File: src/rtl/adder_pipe_pkg.sv
// Shared definitions for the pipelined adder datapath and its downstream stages.
package adder_pipe_pkg;

  localparam int ADDER_DATA_W = 64;
  localparam int ADDER_SUM_W  = ADDER_DATA_W + 1;

  function automatic int ptr_w(input int depth);
    return (depth > 1) ? $clog2(depth) : 1;
  endfunction

endpackage

File: src/rtl/adder_result_fifo_sat_counter.sv
// Saturating up-counter; clear has priority and loads the same-cycle increment.
module sat_counter #(
  parameter int W = 16
) (
  input  logic         clk,
  input  logic         rst_n,
  input  logic         i_inc,
  input  logic         i_clr,
  output logic [W-1:0] o_cnt
);

  logic [W-1:0] r_cnt;

  always_ff @(posedge clk) begin
    if (!rst_n) begin
      r_cnt <= '0;
    end else if (i_clr) begin
      r_cnt <= W'(i_inc);
    end else if (i_inc && (r_cnt != {W{1'b1}})) begin
      r_cnt <= r_cnt + W'(1);
    end
  end

  assign o_cnt = r_cnt;

endmodule

File: src/rtl/adder_result_fifo.sv
// First-word-fall-through result FIFO behind the pipelined adder, with drop accounting.
// Optional registered almost-full output enabled by ADDER_RESULT_FIFO_AFULL_EN.
module adder_result_fifo
  import adder_pipe_pkg::*;
#(
  parameter int DATA_WIDTH = ADDER_DATA_W,
  parameter int DEPTH      = 8,
  parameter int CNT_W      = 16,
  parameter int AFULL_THR  = 6
) (
  input  logic                      clk,
  input  logic                      rst_n,
  input  logic                      i_en,
  input  logic [DATA_WIDTH:0]       i_sum,
  input  logic                      o_ready,
  output logic                      o_valid,
  output logic [DATA_WIDTH:0]       o_data,
  output logic                      o_carry,
  output logic [$clog2(DEPTH):0]    o_count,
  output logic                      o_full,
  output logic                      o_empty,
  input  logic                      i_clr,
  output logic                      o_ovf,
  output logic [CNT_W-1:0]          o_drop_cnt
`ifdef ADDER_RESULT_FIFO_AFULL_EN
  ,
  output logic                      o_afull
`endif
);

  localparam int PW = ptr_w(DEPTH);
  localparam int CW = $clog2(DEPTH) + 1;
  localparam logic [CW-1:0] DEPTH_C = CW'(DEPTH);
  localparam logic [CW-1:0] AFULL_C = CW'(AFULL_THR);

  logic [DATA_WIDTH:0] r_mem [DEPTH];
  logic [PW-1:0]       r_wptr;
  logic [PW-1:0]       r_rptr;
  logic [CW-1:0]       r_count;
  logic [CW-1:0]       w_count_nxt;
  logic                r_ovf;
  logic                w_full;
  logic                w_empty;
  logic                w_push;
  logic                w_pop;
  logic                w_drop;

  assign w_full  = (r_count == DEPTH_C);
  assign w_empty = (r_count == '0);
  assign w_pop   = !w_empty && o_ready;
  // A full FIFO still accepts a sum when the head leaves in the same cycle.
  assign w_push  = i_en && (!w_full || w_pop);
  assign w_drop  = i_en && !w_push;

  always_comb begin
    w_count_nxt = r_count;
    if (w_push && !w_pop) begin
      w_count_nxt = r_count + CW'(1);
    end else if (w_pop && !w_push) begin
      w_count_nxt = r_count - CW'(1);
    end
  end

  always_ff @(posedge clk) begin
    if (w_push) begin
      r_mem[r_wptr] <= i_sum;
    end
  end

  always_ff @(posedge clk) begin
    if (!rst_n) begin
      r_wptr  <= '0;
      r_rptr  <= '0;
      r_count <= '0;
      r_ovf   <= 1'b0;
    end else begin
      if (w_push) begin
        r_wptr <= r_wptr + PW'(1);
      end
      if (w_pop) begin
        r_rptr <= r_rptr + PW'(1);
      end
      r_count <= w_count_nxt;
      if (i_clr) begin
        r_ovf <= 1'b0;
      end else if (w_drop) begin
        r_ovf <= 1'b1;
      end
    end
  end

  sat_counter #(
    .W (CNT_W)
  ) u_drop_cnt (
    .clk   (clk),
    .rst_n (rst_n),
    .i_inc (w_drop),
    .i_clr (i_clr),
    .o_cnt (o_drop_cnt)
  );

`ifdef ADDER_RESULT_FIFO_AFULL_EN
  logic r_afull;

  // Registered from the next occupancy so it tracks o_count in the same cycle.
  always_ff @(posedge clk) begin
    if (!rst_n) begin
      r_afull <= 1'b0;
    end else begin
      r_afull <= (w_count_nxt >= AFULL_C);
    end
  end

  assign o_afull = r_afull;
`else
  logic w_unused_afull;
  assign w_unused_afull = (r_count >= AFULL_C);
`endif

  assign o_valid = !w_empty;
  assign o_data  = w_empty ? '0 : r_mem[r_rptr];
  assign o_carry = o_data[DATA_WIDTH];
  assign o_count = r_count;
  assign o_full  = w_full;
  assign o_empty = w_empty;
  assign o_ovf   = r_ovf;

endmodule

File: config.mk
export PLATFORM = sky130hd
export DESIGN_NAME = adder_result_fifo
export DESIGN_NICKNAME = d
export VERILOG_FILES = /design/src/rtl/adder_pipe_pkg.sv /design/src/rtl/adder_result_fifo_sat_counter.sv /design/src/rtl/adder_result_fifo.sv
export SDC_FILE = /design/constraint.sdc
export NUM_CORES = 1
export LEC_CHECK = 0
export ABC_AREA = 1
export BUFFER_PORTS_ARGS = -buffer_cell sky130_fd_sc_hd__buf_2
export CAP_MARGIN = 20
export CORE_MARGIN = 2
export CORE_UTILIZATION = 54
export DETAILED_ROUTE_END_ITERATION = 16
export PLACE_DENSITY = 0.87
export SETUP_SLACK_MARGIN = 0.3
export SLEW_MARGIN = 10
export SYNTH_ARGS = -nofsm -noshare
export SYNTH_HDL_FRONTEND = slang
export SYNTH_SLANG_ARGS = --single-unit
File: constraint.sdc
create_clock -name clk -period 4.9 [get_ports clk]
set_clock_uncertainty 0.15 [all_clocks]
set_input_delay 1.47 -clock clk [delete_from_list [all_inputs] [get_ports clk]]
set_output_delay 1.47 -clock clk [all_outputs]
set_load 0.02 [all_outputs]
==> flow_metrics.py, run 1 <==
metrics = {
    "yosys": {
        "yosysWarnings": 0,
        "async_flop_share_pct": 0,
        "synth_top_area_cell": "edfxtp_1",
        "ys_ff_latch": 550,
        "synth_cells": 1863,
        "yosysTopAreaCellShare_pct": 70.75,
        "syn_avg_cell_area_sq_um": 11.85,
        "synth_edf_count": 520,
        "yosysSeqAreaShare_pct": 73.47,
        "syn_nets": 1940,
        "syn-cell-area_sq_mm": 0.02207,
        "synthFlopType": "edfxtp_1",
        "ys_types": 26,
        "synth_area_leaders": "edfxtp_1 71%, nor2_1 9.6%, o21ai_0 5.7%",
    },
    "critical_path": {
        "arrival_ps": 2840,
        "path_buf_inv": 2,
        "reg2regPathDepth": 12,
        "max_stage_delay_ps": 730,
        "r2r_end": "o_count[3]",
        "cp.required_ps": 3280,
        "path_depth": 6,
        "cp_common_cell": "nor2_1",
        "cpLargestDelayFamily": "simple AND/OR/NAND/NOR gates",
        "r2r_start": "o_count[0]",
        "cp_slowest_cell": "nand3_2",
        "worstSetupPathType": "flip-flop to primary output",
        "cp_cell_sequence": "nor2_1 -> nand3_2 -> buf_4 -> o21ai_0 -> nor2_1 -> buf_2",
        "r2r_slack_ps": 1450,
        "cp_max_fo": 27,
        "crit_path_start_kind": "flip-flop",
        "crit_path_end_kind": "primary output",
    },
    "timing": {
        "whs_ps": 340.0,
        "grt_setup_unrepaired": "false",
        "slew_headroom_pct": 34.34,
        "hold_viol_final": 0,
        "slew_viol_final": 0,
        "worst_slew_pin_slew_ps": 984.9,
        "layout_setup_ws_ps": 439.6,
        "layout_min_cycle_time_ps": 4460,
        "fin_crit_sh_pct": 91.03,
        "fmaxAchievable_mhz": 224.2,
        "finalSetupViolCount": 0,
    },
    "placement": {
        "place_ws_ps": 1025,
        "place_area_sq_mm": 0.02349,
        "port_buffers": 159,
        "dp_cells": 2477,
        "hpwl_um": 28230,
        "gp_congestion": 0.8542,
    },
    "floorplanning": {
        "initial_core_util_pct": 54.42,
        "num_rows": 74,
        "coreArea_sq_mm": 0.04055,
        "dieArea_sq_mm": 0.04251,
        "die_w_um": 206.2,
        "die_h_um": 206.2,
        "io_pins": 160,
    },
    "power_and_ir_drop": {
        "power_density_mw_per_mm2": 529.8,
        "irDropWorstVdd_mv": 0.3354,
        "p_total_uw": 13400,
        "leakagePower_uw": 0.008824,
    },
    "cts": {
        "path_clk_slew_ps": 70,
        "clock_sinks": 550,
        "cts_buffers": 54,
        "cts_tree": "yes",
        "worstSkewPairLatency_ps": 600,
        "root_buffer": "clkbuf_16",
        "cts.path.max_buffers": 3,
        "h-tree-depth": 2,
    },
    "layout": {
        "drive_above_1_share_pct": 13.93,
        "finalNetCount": 2080,
        "regArea_sq_mm": 0.01622,
        "final_area_sq_mm": 0.02530,
        "most-common-layout-cells": "559 x nor2_1, 520 x edfxtp_1, 252 x o21ai_0, 211 x o21ai_1, 159 x buf_2",
        "fillerInstances": 2909,
        "multi_input_area_sq_mm": 0.005199,
        "area_growth_pct": 14.63,
        "fin_cells": 2586,
        "layout_commonest_cell": "nor2_1",
    },
    "hold_path": {
        "min_path_cells": 2,
        "timing.hold.worst.start": "r_rptr[0]",
        "min_path_type": "flip-flop to flip-flop",
    },
    "grt": {
        "grt_first_pass_wirelength_um": 77230,
        "grt_pass1_vias": 14510,
        "grt.overflow.total": 0,
        "grt_max_degree": 110,
        "antenna_found_initial": 7,
        "grt_usage_pct": 23.84,
    },
    "route": {
        "wl_per_cell_um": 19.93,
        "route.detailed.drc": 0,
        "drt_iter0_markers": 1717,
        "vias": 14910,
        "dr.pass1.iters": 6,
        "ant_nets": 0,
        "routed_via_density": 5.765,
        "drt-total-wl_um": 51530,
    },
    "job": {
        "drv_cap": 0,
    },
    "status": {
        "status": "finished clean",
    },
}
## worst reg2reg max path: stages (launching register included)
cell and delay, ps:
dfxtp_1 380, nor2_1 250, nand3_2 730, buf_4 520, nand2_1 190, ha_1 230, inv_1 100, ha_1 330
a21oi_1 130, nand2_1 70, xor2_1 130, nand2_1 70, a21oi_1 120
## cells in the mapped netlist (all sizes together), types with 3 or more instances
library cell / count
nand3: 17
edfxtp: 520
nor2: 567
buf: 58
o21ai: 463
a21oi: 21
xnor2: 3
nand4: 4
inv: 38
ha: 6
clkbuf: 53
nand2: 70
xor2: 8
dfxtp: 30
## through the flow
step | TNS, ps | utilization [%]
CTS | 0 | 62.22
global route | 0 | 62.37
detailed placement | 0 | 57.93
global placement | 0 | 57.93
finish | 0 | 62.39
floorplan | -88210 | -
## registers in the layout, indices dropped and copies added, names as in the netlist, named ones only
| name | cells |
|---|---|
| r_rptr | 3 |
| r_wptr | 3 |
| u_drop_cnt.o_cnt | 16 |
| o_count | 4 |
| o_ovf | 1 |
| r_mem | 520 |
## metal layers
| layer | routed length [um] | part of all wire (%) | GRT usage, % |
|---|---|---|---|
| met2 | 25770 | 50 | 40.56 |
| met4 | 1540 | 3.0 | 10.38 |
| met5 | 7 | 0.014 | 0 |
| met1 | 20270 | 39 | 29.92 |
| met3 | 3944 | 7.7 | 4.541 |
## cell families (layout without fill, tap and decap cells)
| logic type | Yosys count | after routing | share of synthesized area [%] |
|---|---|---|---|
| AO/OA/AOI/OAI | 485 | 485 | 11.01 |
| buffers and inverters | 150 | 333 | 3.271 |
| AND/OR/NAND/NOR | 660 | 660 | 11.38 |
| other | 0 | 8 | 0 |
| adder cells (fa/ha/maj) | 7 | 7 | 0.4308 |
| XOR/XNOR | 11 | 11 | 0.4365 |
| flip-flops | 550 | 550 | 73.47 |
## report_power, final
| group | internal, uW | leakage, uW | switching [uW] |
|---|---|---|---|
| Combinational | 1150 | 0.00301 | 2690 |
| Sequential | 5350 | 0.00497 | 137 |
| Clock | 2350 | 0.000850 | 1730 |
## repair_timing
action,CTS,global route
buffers inserted,0,1
hold buffers,0,0
resized for setup,0,4
endpoints found under the setup margin,0,21
## area by class of cell
| class | instances | share of cell area (%) |
|---|---|---|
| antenna | 8 | 0.07913 |
| clock buffer | 63 | 5.475 |
| clock inverter | 36 | 1.404 |
| inverter | 39 | 0.6083 |
| multi-input combinational | 1163 | 20.55 |
| sequential | 550 | 64.13 |
| tap | 532 | 2.631 |
| timing repair buffer | 195 | 5.128 |
## worst max path at each step
stage	slack, ps	startpoint	to
after floorplan	-340	o_ready	r_mem[0][0]
after global placement	1030	flip-flop	o_data[1]
after detailed placement	1030	flip-flop	o_data[1]
after CTS	350	flip-flop	o_data[1]
after global routing	320	o_count[0]	o_data[35]
final	440	o_count[0]	o_data[15]
No activity file was read; power rests on OpenSTA's default activity.
==> run 2: changes to the inputs <==
--- a/config.mk
+++ b/config.mk
@@ -8,7 +8,7 @@
 export ABC_AREA = 1
 export BUFFER_PORTS_ARGS = -buffer_cell sky130_fd_sc_hd__buf_2
 export CAP_MARGIN = 20
-export CORE_MARGIN = 2
+export CORE_MARGIN = 8
 export CORE_UTILIZATION = 54
 export DETAILED_ROUTE_END_ITERATION = 16
 export PLACE_DENSITY = 0.87
==> flow_metrics.py, run 2 (synthesized netlist as in run 1, its figures left out) <==
metrics = {
    "status": {
        "status": "finished clean",
    },
    "grt": {
        "grt_usage_pct": 20.77,
        "grt.overflow.total": 0,
        "grt_pass1_vias": 14330,
        "grt_max_degree": 141,
        "antenna_found_initial": 11,
        "grt_first_pass_wirelength_um": 77760,
    },
    "layout": {
        "regArea_sq_mm": 0.01622,
        "fin_cells": 2573,
        "final_util_pct": 61.99,
        "area_growth_pct": 13.89,
        "largest-register": "r_mem",
        "finalNetCount": 2072,
        "layout_commonest_cell": "nor2_1",
        "most-common-layout-cells": "559 x nor2_1, 520 x edfxtp_1, 252 x o21ai_0, 211 x o21ai_1, 159 x buf_2",
        "multi_input_area_sq_mm": 0.005199,
        "drive_above_1_share_pct": 13.56,
        "final_area_sq_mm": 0.02514,
        "fillerInstances": 2889,
        "largest_reg_flops": 520,
    },
    "critical_path": {
        "arrival_ps": 2660,
        "crit_path_start_kind": "flip-flop",
        "worstSetupPathType": "flip-flop to primary output",
        "cp.required_ps": 3280,
        "cp_max_fo": 80,
        "crit_path_end_kind": "primary output",
    },
    "timing": {
        "worst_slew_pin_slew_ps": 960.5,
        "grt_setup_unrepaired": "false",
        "layout_min_cycle_time_ps": 4284,
        "slew_headroom_pct": 35.97,
        "hold_viol_final": 0,
        "finalSetupViolCount": 0,
        "fin_crit_sh_pct": 87.43,
        "slew_viol_final": 0,
        "fmaxAchievable_mhz": 233.4,
        "tns_ps": 0,
    },
    "cts": {
        "root_buffer": "clkbuf_16",
        "post_cts_resized": 0,
        "cts.path.max_buffers": 3,
        "h-tree-depth": 2,
        "clock_sinks": 550,
        "cts_buffers": 53,
        "path_clk_slew_ps": 60,
        "worstSkewPairLatency_ps": 580,
        "hold_buffers": 0,
        "post_cts_buffers": 0,
        "cts_tree": "yes",
    },
    "placement": {
        "port_buffers": 159,
        "dp_cells": 2471,
        "place_area_sq_mm": 0.02348,
        "hpwl_um": 28050,
        "gp_congestion": 0.8288,
    },
    "floorplanning": {
        "die_h_um": 218.2,
        "num_rows": 74,
        "dieArea_sq_mm": 0.04760,
        "initial_core_util_pct": 54.42,
        "die_w_um": 218.2,
        "io_pins": 160,
        "coreArea_sq_mm": 0.04055,
    },
    "hold_path": {
        "min_path_type": "flip-flop to flip-flop",
    },
    "route": {
        "wl_per_cell_um": 19.64,
        "drt-total-wl_um": 50540,
        "vias": 14740,
        "ant_nets": 0,
        "drt_iter0_markers": 1738,
        "dr.pass1.iters": 5,
        "route.detailed.drc": 0,
        "routed_via_density": 5.730,
    },
    "power_and_ir_drop": {
        "leakagePower_uw": 0.008733,
        "irDropWorstVdd_mv": 0.3111,
        "power_density_mw_per_mm2": 519.9,
    },
    "job": {
        "drv_cap": 0,
    },
}
==> run 2: cell count changes in the layout (fill, tap and decap cells not counted), sizes merged <==
cell / delta
buf: -7
bufinv: -4
clkbuf: +4
inv: -4
diode: -3
clkinvlp: +2
clkinv: -1
==> run 2: per-stage QoR <==
step	power, uW	setup WS, ps	hold WS (ps)
finish	13070	615.8	335.7
global route	13700	511.2	355.0
CTS	13140	615.0	335.9
detailed placement	9321	1179	327.6
global placement	9219	1259	317.8
floorplan	8093	-339.3	308.7
==> run 2: worst max-delay path: stages (launching register included) <==
cell     delay (ps)
dfxtp_4         370
inv_6           460
buf_4           350
nor2_1           70
o21ai_0         290
o21ai_0         150
nor2_1          130
buf_2           180
==> run 2: final timing paths <==
check / endpoint / startpoint / cells after the start / slack, ps
setup reg to reg: o_count[3] / o_count[0] / 11 / 1740
hold / removal: flip-flop / r_rptr[2] / 2 / 340
setup / recovery: o_data[18] / flip-flop / 7 / 620
hold reg to reg: flip-flop / r_rptr[2] / 2 / 340
==> run 2: power by group <==
part	switching (uW)	leakage (uW)	internal, uW	total, uW
combinational	2670	0.00297	1130	3810
clock	1660	0.000798	2170	3830
sequential	83.2	0.00497	5350	5430
==> run 2: metal layers <==
metal | track usage, % | wire length (um)
met2 | 34.76 | 24810
met3 | 4.175 | 3815
met5 | 0 | 82
met4 | 8.733 | 1438
met1 | 26.27 | 20390
==> run 2: cell type report <==
class | instances | area share [%]
multi-input cells | 1163 | 20.68
repair buffers | 188 | 4.992
inverters | 39 | 0.6023
clock inverters | 29 | 0.7914
diodes | 5 | 0.04977
clock buffers | 67 | 5.694
flip-flops and latches | 550 | 64.54
well taps | 532 | 2.648
==> run 3: changes to the inputs <==
--- a/config.mk
+++ b/config.mk
@@ -9,9 +9,9 @@
 export BUFFER_PORTS_ARGS = -buffer_cell sky130_fd_sc_hd__buf_2
 export CAP_MARGIN = 20
 export CORE_MARGIN = 8
-export CORE_UTILIZATION = 54
+export CORE_UTILIZATION = 58
 export DETAILED_ROUTE_END_ITERATION = 16
-export PLACE_DENSITY = 0.87
+export PLACE_DENSITY = 0.89
 export SETUP_SLACK_MARGIN = 0.3
 export SLEW_MARGIN = 10
 export SYNTH_ARGS = -nofsm -noshare
==> constraint.sdc (replaced) <==
create_clock -name clk -period 5.36 [get_ports clk]
set_clock_uncertainty 0.15 [all_clocks]
set_input_delay 1.608 -clock clk [delete_from_list [all_inputs] [get_ports clk]]
set_output_delay 1.608 -clock clk [all_outputs]
set_load 0.02 [all_outputs]
==> flow_metrics.py, run 3 (synthesized netlist as in run 1, its figures left out) <==
metrics = {
    "cts": {
        "cts_buffers": 52,
        "cts.path.max_buffers": 3,
        "clock_sinks": 550,
        "worstSkewPairLatency_ps": 570,
        "hold_buffers": 0,
        "path_clk_slew_ps": 60,
        "root_buffer": "clkbuf_16",
        "post_cts_buffers": 0,
        "cts_tree": "yes",
        "h-tree-depth": 2,
        "post_cts_resized": 0,
    },
    "layout": {
        "drive_above_1_share_pct": 13.72,
        "layout_commonest_cell": "nor2_1",
        "multi_input_area_sq_mm": 0.005199,
        "largest_reg_flops": 520,
        "largest-register": "r_mem",
        "most-common-layout-cells": "559 x nor2_1, 520 x edfxtp_1, 252 x o21ai_0, 211 x o21ai_1, 159 x buf_2",
        "finalNetCount": 2069,
        "regArea_sq_mm": 0.01622,
        "final_util_pct": 66.61,
        "fillerInstances": 2552,
        "area_growth_pct": 13.41,
    },
    "timing": {
        "slew_headroom_pct": 18.59,
        "slew_viol_final": 0,
        "worst_slew_pin_slew_ps": 1221,
        "layout_min_cycle_time_ps": 4673,
        "grt_setup_unrepaired": "false",
        "finalSetupViolCount": 0,
        "hold_viol_final": 0,
        "fmaxAchievable_mhz": 214.0,
        "fin_crit_sh_pct": 87.18,
        "whs_ps": 312.8,
        "layout_setup_ws_ps": 687.1,
        "tns_ps": 0,
    },
    "power_and_ir_drop": {
        "p_comb_share_pct": 28.7,
        "leakagePower_uw": 0.008731,
        "p_seq_share_pct": 41.3,
        "power_switching_uw": 4109,
        "power_density_mw_per_mm2": 483.5,
        "internal-power_uw": 7993,
        "p_sw_share_pct": 33.96,
        "p_clk_share_pct": 30.0,
        "p_total_uw": 12100,
        "irDropWorstVdd_mv": 0.4133,
    },
    "route": {
        "drt-total-wl_um": 51130,
        "wl_per_cell_um": 20.05,
        "route.detailed.drc": 0,
        "drt_iter0_markers": 1898,
        "vias": 14920,
        "ant_nets": 0,
        "routed_via_density": 5.849,
        "dr.pass1.iters": 7,
    },
    "floorplanning": {
        "coreArea_sq_mm": 0.03758,
        "num_rows": 71,
        "die_h_um": 211.1,
        "dieArea_sq_mm": 0.04455,
        "io_pins": 160,
        "die_w_um": 211.1,
        "initial_core_util_pct": 58.74,
    },
    "grt": {
        "grt_first_pass_wirelength_um": 78140,
        "grt_usage_pct": 22.27,
        "grt_pass1_vias": 14530,
        "grt_max_degree": 261,
        "grt.overflow.total": 0,
        "antenna_found_initial": 7,
    },
    "hold_path": {
        "min_path_type": "flip-flop to flip-flop",
    },
    "status": {
        "status": "finished clean",
    },
    "critical_path": {
        "crit_path_start_kind": "flip-flop",
        "cp_max_fo": 260,
        "crit_path_end_kind": "primary output",
        "worstSetupPathType": "flip-flop to primary output",
        "arrival_ps": 2910,
        "cp.required_ps": 3600,
    },
    "placement": {
        "place_ws_ps": 1422,
        "port_buffers": 159,
        "hpwl_um": 28890,
        "gp_congestion": 0.8257,
    },
    "job": {
        "drv_cap": 0,
    },
}
[run 3: path summary, 6_finish.rpt]
path,from,to,slack [ps],cells after the start
worst max register to register,o_count[0],o_count[3],2160,11
worst min register to register,o_ovf,o_ovf,310,1
worst min-delay path,o_ovf,o_ovf,310,1
worst max-delay path,flip-flop,o_data[24],690,8
[run 3: layout make-up]
type / count / share of cell area, %
Inverter: 39 / 0.6048
Clock inverter: 37 / 1.330
Clock buffer: 59 / 5.388
Timing Repair Buffer: 186 / 4.489
Antenna cell: 5 / 0.04999
Multi-Input combinational cell: 1163 / 20.77
Sequential cell: 550 / 64.82
Tap cell: 511 / 2.554
[run 3: stage by stage]
step                area, sq um  std cells
finish                    25030       2550
global route              25030       2550
detailed placement        23330       2448
CTS                       25010       2544
floorplan                 22080       1863
global placement          23330       2448
[run 3: power groups by stage]
| stage | Clock [uW] | Combinational, uW | Sequential (uW) |
|---|---|---|---|
| 4_1_cts | 3670 | 3490 | 4990 |
| 3_3_place_gp | 0 | 3330 | 5070 |
| 3_5_place_dp | 0 | 3460 | 5080 |
| 6_report | 3630 | 3480 | 4990 |
| 2_1_floorplan | 0 | 2340 | 5060 |
| 5_1_grt | 3820 | 3820 | 5010 |
[run 3: worst max-delay path, cell delays in order, from the launching register on]
cell	delay (ps)
dfxtp_4	380
buf_12	600
nor2_1	140
nor2_1	130
o21ai_0	90
o21ai_1	80
o21ai_0	150
nor2_1	240
buf_2	200
[run 3: routing by layer]
metal  share of wire, %  vias up  wire length [um]  track usage (%)
met2                 50      786             25430            37.36
li1                   -     6825                 -                -
met4                3.2        6              1636            9.242
met1                 39     7183             19750            28.26
met3                8.3      116              4269            4.273
met5              0.078        -                40                0
